$ cat src/rtl/dmem_pkg.sv
// Shared types for the data-memory bridge: FSM state encoding, bus size codes
// and the size/offset decode result.
package dmem_pkg;

    typedef enum logic [1:0] {
        IDLE = 2'd0,
        REQ  = 2'd1,
        WAIT = 2'd2,
        DONE = 2'd3
    } state_t;

    localparam logic [1:0] SZ_B = 2'd0;
    localparam logic [1:0] SZ_H = 2'd1;
    localparam logic [1:0] SZ_W = 2'd2;

    typedef struct packed {
        logic [1:0] size;
        logic [1:0] offset;
    } sizeDec_t;

endpackage

$ cat src/rtl/dmem_bridge_if.sv
// SRAM-like split-transaction bus: address handshake (addr_ok) and
// data handshake (data_ok). The bridge is the master.
interface dmem_bridge_if #(
    parameter int AW = 32,
    parameter int DW = 32
);
    logic          bus_req;
    logic          bus_wr;
    logic [1:0]    bus_size;
    logic [AW-1:0] bus_addr;
    logic [DW-1:0] bus_wdata;
    logic          bus_addr_ok;
    logic          bus_data_ok;
    logic [DW-1:0] bus_rdata;

    modport master (
        output bus_req, bus_wr, bus_size, bus_addr, bus_wdata,
        input  bus_addr_ok, bus_data_ok, bus_rdata
    );

    modport slave (
        input  bus_req, bus_wr, bus_size, bus_addr, bus_wdata,
        output bus_addr_ok, bus_data_ok, bus_rdata
    );
endinterface

$ cat src/rtl/dmem_size_dec.sv
// Maps the M-stage byte-enable mask to a bus transfer size and the low two
// address bits. Reads (mask 0) and irregular masks fall back to a word access.
module dmem_size_dec
    import dmem_pkg::*;
(
    input  logic [3:0] memwrite,
    output sizeDec_t   dec
);

    always_comb begin
        dec = '{size: SZ_W, offset: 2'b00};
        case (memwrite)
            4'b0011: dec = '{size: SZ_H, offset: 2'b00};
            4'b1100: dec = '{size: SZ_H, offset: 2'b10};
            4'b0001: dec = '{size: SZ_B, offset: 2'b00};
            4'b0010: dec = '{size: SZ_B, offset: 2'b01};
            4'b0100: dec = '{size: SZ_B, offset: 2'b10};
            4'b1000: dec = '{size: SZ_B, offset: 2'b11};
            default: ;
        endcase
    end

endmodule

$ cat src/rtl/dmem_bridge.sv
// Bridge from the M-stage data-side signals to the split-transaction bus,
// holding the pipeline until each access completes. Optional: DMEM_POSTED_WRITE_EN.
module dmem_bridge
    import dmem_pkg::*;
#(
    parameter int AW = 32,
    parameter int DW = 32
) (
    input  logic          clk,
    input  logic          rst,
    input  logic          memen,
    input  logic [3:0]    memwrite,
    input  logic [AW-1:0] addr,
    input  logic [DW-1:0] writedata,
    output logic [DW-1:0] readdata,
    output logic          stall,
    dmem_bridge_if.master bus
);

    state_t        state, nextState;
    sizeDec_t      dec;
    logic          access;
    logic          loadReq;
    logic          captureRd;
    logic          stallRaw;
    logic          postedBusy;
    logic [AW-1:0] addrQ;
    logic          wrQ;
    logic [1:0]    sizeQ;
    logic [DW-1:0] wdataQ;

    assign access = memen | (|memwrite);

    dmem_size_dec u_size_dec (
        .memwrite (memwrite),
        .dec      (dec)
    );

    // NOTE: sequential state uses non-blocking assignments so every register
    // samples the pre-edge values of the others.
    always_ff @(posedge clk or negedge rst) begin
        if (!rst) state <= IDLE;
        else      state <= nextState;
    end

`ifdef DMEM_POSTED_WRITE_EN
    logic postedSet;

    // Write accepted by the slave but its data_ok not yet seen.
    always_ff @(posedge clk or negedge rst) begin
        if (!rst)                 postedBusy <= 1'b0;
        else if (postedSet)       postedBusy <= 1'b1;
        else if (bus.bus_data_ok) postedBusy <= 1'b0;
    end
`else
    assign postedBusy = 1'b0;
`endif

    // NOTE: every output gets a default first so no branch infers a latch.
    always_comb begin
        nextState = state;
        loadReq   = 1'b0;
        captureRd = 1'b0;
        stallRaw  = 1'b0;
`ifdef DMEM_POSTED_WRITE_EN
        postedSet = 1'b0;
`endif
        case (state)
            IDLE: begin
                stallRaw = access;
                if (access && !postedBusy) begin
                    nextState = REQ;
                    loadReq   = 1'b1;
                end
            end
            REQ: begin
                stallRaw = 1'b1;
                if (bus.bus_addr_ok) begin
                    if (bus.bus_data_ok) begin
                        nextState = DONE;
                        captureRd = ~wrQ;
                    end
`ifdef DMEM_POSTED_WRITE_EN
                    else if (wrQ) begin
                        nextState = DONE;
                        postedSet = 1'b1;
                    end
`endif
                    else begin
                        nextState = WAIT;
                    end
                end
            end
            WAIT: begin
                stallRaw = 1'b1;
                if (bus.bus_data_ok) begin
                    nextState = DONE;
                    captureRd = ~wrQ;
                end
            end
            DONE: nextState = IDLE;
            default: nextState = IDLE;
        endcase
    end

    // Request fields are captured once in IDLE and held through the handshake.
    always_ff @(posedge clk or negedge rst) begin
        if (!rst) begin
            addrQ    <= '0;
            wrQ      <= 1'b0;
            sizeQ    <= SZ_B;
            wdataQ   <= '0;
            readdata <= '0;
        end else begin
            if (loadReq) begin
                addrQ  <= (addr & ~AW'(3)) | AW'(dec.offset);
                wrQ    <= |memwrite;
                sizeQ  <= dec.size;
                wdataQ <= writedata;
            end
            if (captureRd) readdata <= bus.bus_rdata;
        end
    end

    // Reset must drop the hold even while the pipeline still presents an access.
    assign stall         = rst & stallRaw;
    assign bus.bus_req   = (state == REQ);
    assign bus.bus_wr    = wrQ;
    assign bus.bus_size  = sizeQ;
    assign bus.bus_addr  = addrQ;
    assign bus.bus_wdata = wdataQ;

endmodule

$ cat src/flat_wrapper.sv
// flat-port wrapper written by rule: the top's interface ports become plain ports
module dmem_bridge_flat import dmem_pkg::*;
#(
    parameter int AW = 32,
    parameter int DW = 32
)
  (clk, rst, memen, memwrite, addr, writedata, readdata, stall, bus_bus_req, bus_bus_wr, bus_bus_size, bus_bus_addr, bus_bus_wdata, bus_bus_addr_ok, bus_bus_data_ok, bus_bus_rdata);
  dmem_bridge_if #(.AW(AW), .DW(DW)) bus_i ();
  input  logic clk;
  input  logic rst;
  input  logic memen;
  input  logic [3:0] memwrite;
  input  logic [AW-1:0] addr;
  input  logic [DW-1:0] writedata;
  output logic [DW-1:0] readdata;
  output logic stall;
  output wire logic [$bits(bus_i.bus_req)-1:0] bus_bus_req;
  output wire logic [$bits(bus_i.bus_wr)-1:0] bus_bus_wr;
  output wire logic [$bits(bus_i.bus_size)-1:0] bus_bus_size;
  output wire logic [$bits(bus_i.bus_addr)-1:0] bus_bus_addr;
  output wire logic [$bits(bus_i.bus_wdata)-1:0] bus_bus_wdata;
  input wire logic [$bits(bus_i.bus_addr_ok)-1:0] bus_bus_addr_ok;
  input wire logic [$bits(bus_i.bus_data_ok)-1:0] bus_bus_data_ok;
  input wire logic [$bits(bus_i.bus_rdata)-1:0] bus_bus_rdata;
  assign bus_bus_req = bus_i.bus_req;
  assign bus_bus_wr = bus_i.bus_wr;
  assign bus_bus_size = bus_i.bus_size;
  assign bus_bus_addr = bus_i.bus_addr;
  assign bus_bus_wdata = bus_i.bus_wdata;
  assign bus_i.bus_addr_ok = bus_bus_addr_ok;
  assign bus_i.bus_data_ok = bus_bus_data_ok;
  assign bus_i.bus_rdata = bus_bus_rdata;
  dmem_bridge #(.AW(AW), .DW(DW)) u_core (.clk(clk), .rst(rst), .memen(memen), .memwrite(memwrite), .addr(addr), .writedata(writedata), .readdata(readdata), .stall(stall), .bus(bus_i));
endmodule
$ cat config.mk
export PLATFORM = sky130hd
export DESIGN_NAME = dmem_bridge_flat
export DESIGN_NICKNAME = d
export VERILOG_FILES = /design/src/rtl/dmem_pkg.sv /design/src/rtl/dmem_bridge_if.sv /design/src/rtl/dmem_size_dec.sv /design/src/rtl/dmem_bridge.sv /design/src/flat_wrapper.sv
export SDC_FILE = /design/constraint.sdc
export NUM_CORES = 1
export LEC_CHECK = 0
export BUFFER_PORTS_ARGS = -buffer_cell sky130_fd_sc_hd__buf_2
export CAP_MARGIN = 10
export CORE_MARGIN = 4
export CORE_UTILIZATION = 35
export CTS_BUF_LIST = sky130_fd_sc_hd__clkbuf_8
export DETAILED_ROUTE_END_ITERATION = 16
export PLACE_DENSITY = 0.68
export SETUP_SLACK_MARGIN = 0.15
export SKIP_CTS_REPAIR_TIMING = 1
export SLEW_MARGIN = 20
export SYNTH_ARGS = -nofsm -noshare
export SYNTH_HDL_FRONTEND = slang
export SYNTH_HIERARCHICAL = 1
export SYNTH_SLANG_ARGS = --single-unit
$ cat constraint.sdc
create_clock -name clk -period 2.5 [get_ports clk]
set_input_delay 0.25 -clock clk [delete_from_list [all_inputs] [get_ports clk]]
set_output_delay 0.25 -clock clk [all_outputs]
set_load 0.1 [all_outputs]
==> run_results.csv <==
group,metric,value,unit
clocking,root_buffer,"clkbuf_8",
timing,setup_viol,0,
detailed_routing,post-route-drc-count,0,
worst_setup_path,crit_fanout,5,
worst_setup_path,critPathSlowestCell,"dfrtp_1",
floorplanning,die-width,114.5,um
placement,hpwl,6688,um
clocking,cts_sinks,101,
clocking,clk_path_buf_depth,2,
timing,setup_ws,0.3173,ns
worst_setup_path,crit_buf_inv,2,
worst_hold_path,hp-class,"input port to flop",
placement,gp_congestion,0.6991,
grt,grt_pass1_vias,2879,
floorplanning,num_rows,38,
worst_setup_path,worst_setup_path_end_kind,"primary output",
logic_synthesis,syn_inst,243,
worst_setup_path,r2r-end,"u_core/readdata[28]$_DFFE_PN0P_",
cells_and_area,area_growth,35.43,%
timing,rsz0062_at_grt,"no",
grt,antenna_found_initial,0,
timing,min_period,2.183,ns
cells_and_area,drive_above_1_share,64.99,%
timing,tightest_slew,0.5435,ns
logic_synthesis,yosysSeqAreaShare,63.72,%
detailed_routing,dr_total_vias,2710,
worst_setup_path,cpLargestDelayFamily,"flip-flops",
clocking,clk_pin_slew_worst_paths,0.09,ns
grt,grt_pass1_wl,13940,um
worst_setup_path,required,2.25,ns
worst_setup_path,crit_type,"flop to primary output",
clocking,cts_tree,"yes",
timing,fmax,0.4581,GHz
floorplanning,start_util,36.11,%
detailed_routing,firstDrtPassIters,4,
grt,grt_max_degree,102,
logic_synthesis,syn_nets,353,
timing,hold_viol_final,0,
worst_setup_path,r2r_slack,0.59,ns
clocking,cts_buffers,9,
timing,finalCritPeriodShare,87.31,%
cells_and_area,final_nets,562,
worst_setup_path,worstPathArrival,1.93,ns
cells_and_area,final_cells,597,
floorplanning,die_y,114.5,um
timing,fin_worst_skew,0.006327,ns
cells_and_area,layout_common_cells,"201 x buf_2, 101 x dfrtp_1, 69 x mux2_2",
placement,pre_cts_ws,0.4274,ns
cells_and_area,mostFrequentLayoutCell,"buf_2",
worst_setup_path,worstPathCellList,"inv_1 > ha_1 > o21ai_4 > nor2b_1 > nor3b_2 > buf_6",
clocking,clk_latency,0.36,ns
timing,slew_headroom,63.77,%
floorplanning,dieArea,13100,sq um
worst_hold_path,hold_path_depth,2,
grt,grt_use_total,13.65,%
worst_setup_path,path_depth,6,
worst_setup_path,r2r_cells,6,
floorplanning,coreArea,10980,sq um
outcome,outcome,"completed",
placement,place_inst,580,
logic_synthesis,synth_cell_types,23,
worst_setup_path,critPathCapture,"stall",
logic_synthesis,ys_ff_latch,101,
detailed_routing,avgRoutedWirePerCell,14.68,um
grt,grt_overflow,0,
cells_and_area,antenna_cells,0,
detailed_routing,drt-total-wl,8763,um
worst_setup_path,critPathLaunchType,"flop",
timing,finalSetupTns,0,ns
worst_setup_path,r2r-start,"u_core/state[1]$_DFFE_PN0P_",
detailed_routing,drt_iter0_markers,123,
worst_setup_path,critical-path-max-stage-delay,0.43,ns
logic_synthesis,syn-cell-area,3966,sq um
clocking,h-tree-depth,3,
timing,slew_viol_final,0,
job,cap_violations,0,
detailed_routing,ant_nets,0,
placement,io_buffers,203,
logic_synthesis,synth_warnings,6,
worst_setup_path,crit_start,"u_core/state[0]$_DFFE_PN0P_",
logic_synthesis,avgSynthCellArea,16.32,sq um
detailed_routing,routed_via_density,4.539,
floorplanning,io_pins,206,
worst min-delay path by stage:
stage | start | endpoint
2_1_floorplan | rst | u_core/bus.bus_addr[0]$_DFFE_PN0P_
3_3_place_gp | rst | u_core/readdata[14]$_DFFE_PN0P_
3_5_place_dp | rst | u_core/readdata[20]$_DFFE_PN0P_
4_1_cts | rst | u_core/readdata[20]$_DFFE_PN0P_
5_1_grt | addr[17] | u_core/bus.bus_addr[17]$_DFFE_PN0P_
6_report | addr[11] | u_core/bus.bus_addr[11]$_DFFE_PN0P_
worst register-to-register path: cells and delay by family (launching register included):
kind,cells,cell delay [ns]
buffers and inverters,2,0.50
muxes,1,0.40
and+or+nand+nor,2,0.17
DFF,1,0.43
adders and majority gates,1,0.31
synthesized netlist by cell type:
master / n / share of area, %
a211oi_1: 2 / 0.38
nor2b_1: 1 / 0.16
dfrtp_1: 101 / 64
o22ai_1: 1 / 0.16
inv_1: 4 / 0.38
a21oi_1: 2 / 0.25
buf_2: 3 / 0.38
nor2_1: 4 / 0.38
a2bb2oi_1: 1 / 0.22
mux2_1: 30 / 8.5
nor4bb_1: 1 / 0.25
mux2_2: 69 / 20
xnor2_1: 2 / 0.44
nand2_1: 2 / 0.19
nor3_1: 3 / 0.38
o21ai_4: 1 / 0.41
a22o_1: 1 / 0.22
buf_4: 3 / 0.57
or4_4: 1 / 0.28
nor3b_1: 1 / 0.19
ha_1: 5 / 1.6
a31o_1: 1 / 0.22
buf_6: 4 / 1.1
flip-flops by register name, summed over array words and instances (netlist names):
register and count:
u_core/bus.bus_wr 1, u_core/state 2, u_core/readdata 32, u_core/bus.bus_wdata 32, u_core/bus.bus_size 2, u_core/bus.bus_addr 32
stage by stage:
step | hold WS, ns | utilization, % | area, sq um
2_1_floorplan | -0.04559 | - | 3974
3_3_place_gp | 0.4092 | 46.84 | 5145
3_5_place_dp | 0.4174 | 46.84 | 5145
4_1_cts | -0.002461 | 48.76 | 5355
5_1_grt | 0.05756 | 48.91 | 5371
6_report | 0.09071 | 48.91 | 5371
area by class of cell:
type | instances | area, sq um
well taps | 140 | 175.2
repair buffers | 208 | 1090
clock buffers | 12 | 165.2
inverters | 4 | 15.01
flip-flops and latches | 101 | 2527
multi-input cells | 128 | 1354
clock inverters | 4 | 45.04
fillers | 1006 | 5612
metal layers:
layer / up-vias / share of wire, % / track usage [%]
li1: 1270 / - / -
met1: 1300 / 38 / 16.03
met2: 124 / 48 / 21.61
met3: 16 / 11 / 5.444
met4: 0 / 2.6 / 6.968
met5: - / 0 / 0
cells by family after synthesis:
group | Yosys count | share of synthesized area (%)
AND/OR/NAND/NOR | 13 | 1.830
buffers and inverters | 14 | 2.460
XOR/XNOR | 2 | 0.4417
adder cells (fa/ha/maj) | 5 | 1.577
multiplexers | 99 | 28.11
AO/OA/AOI/OAI | 9 | 1.861
flip-flops | 101 | 63.72
Power is not shown: default switching activity piles up to over one toggle a cycle in this logic, so the estimate is an artifact.
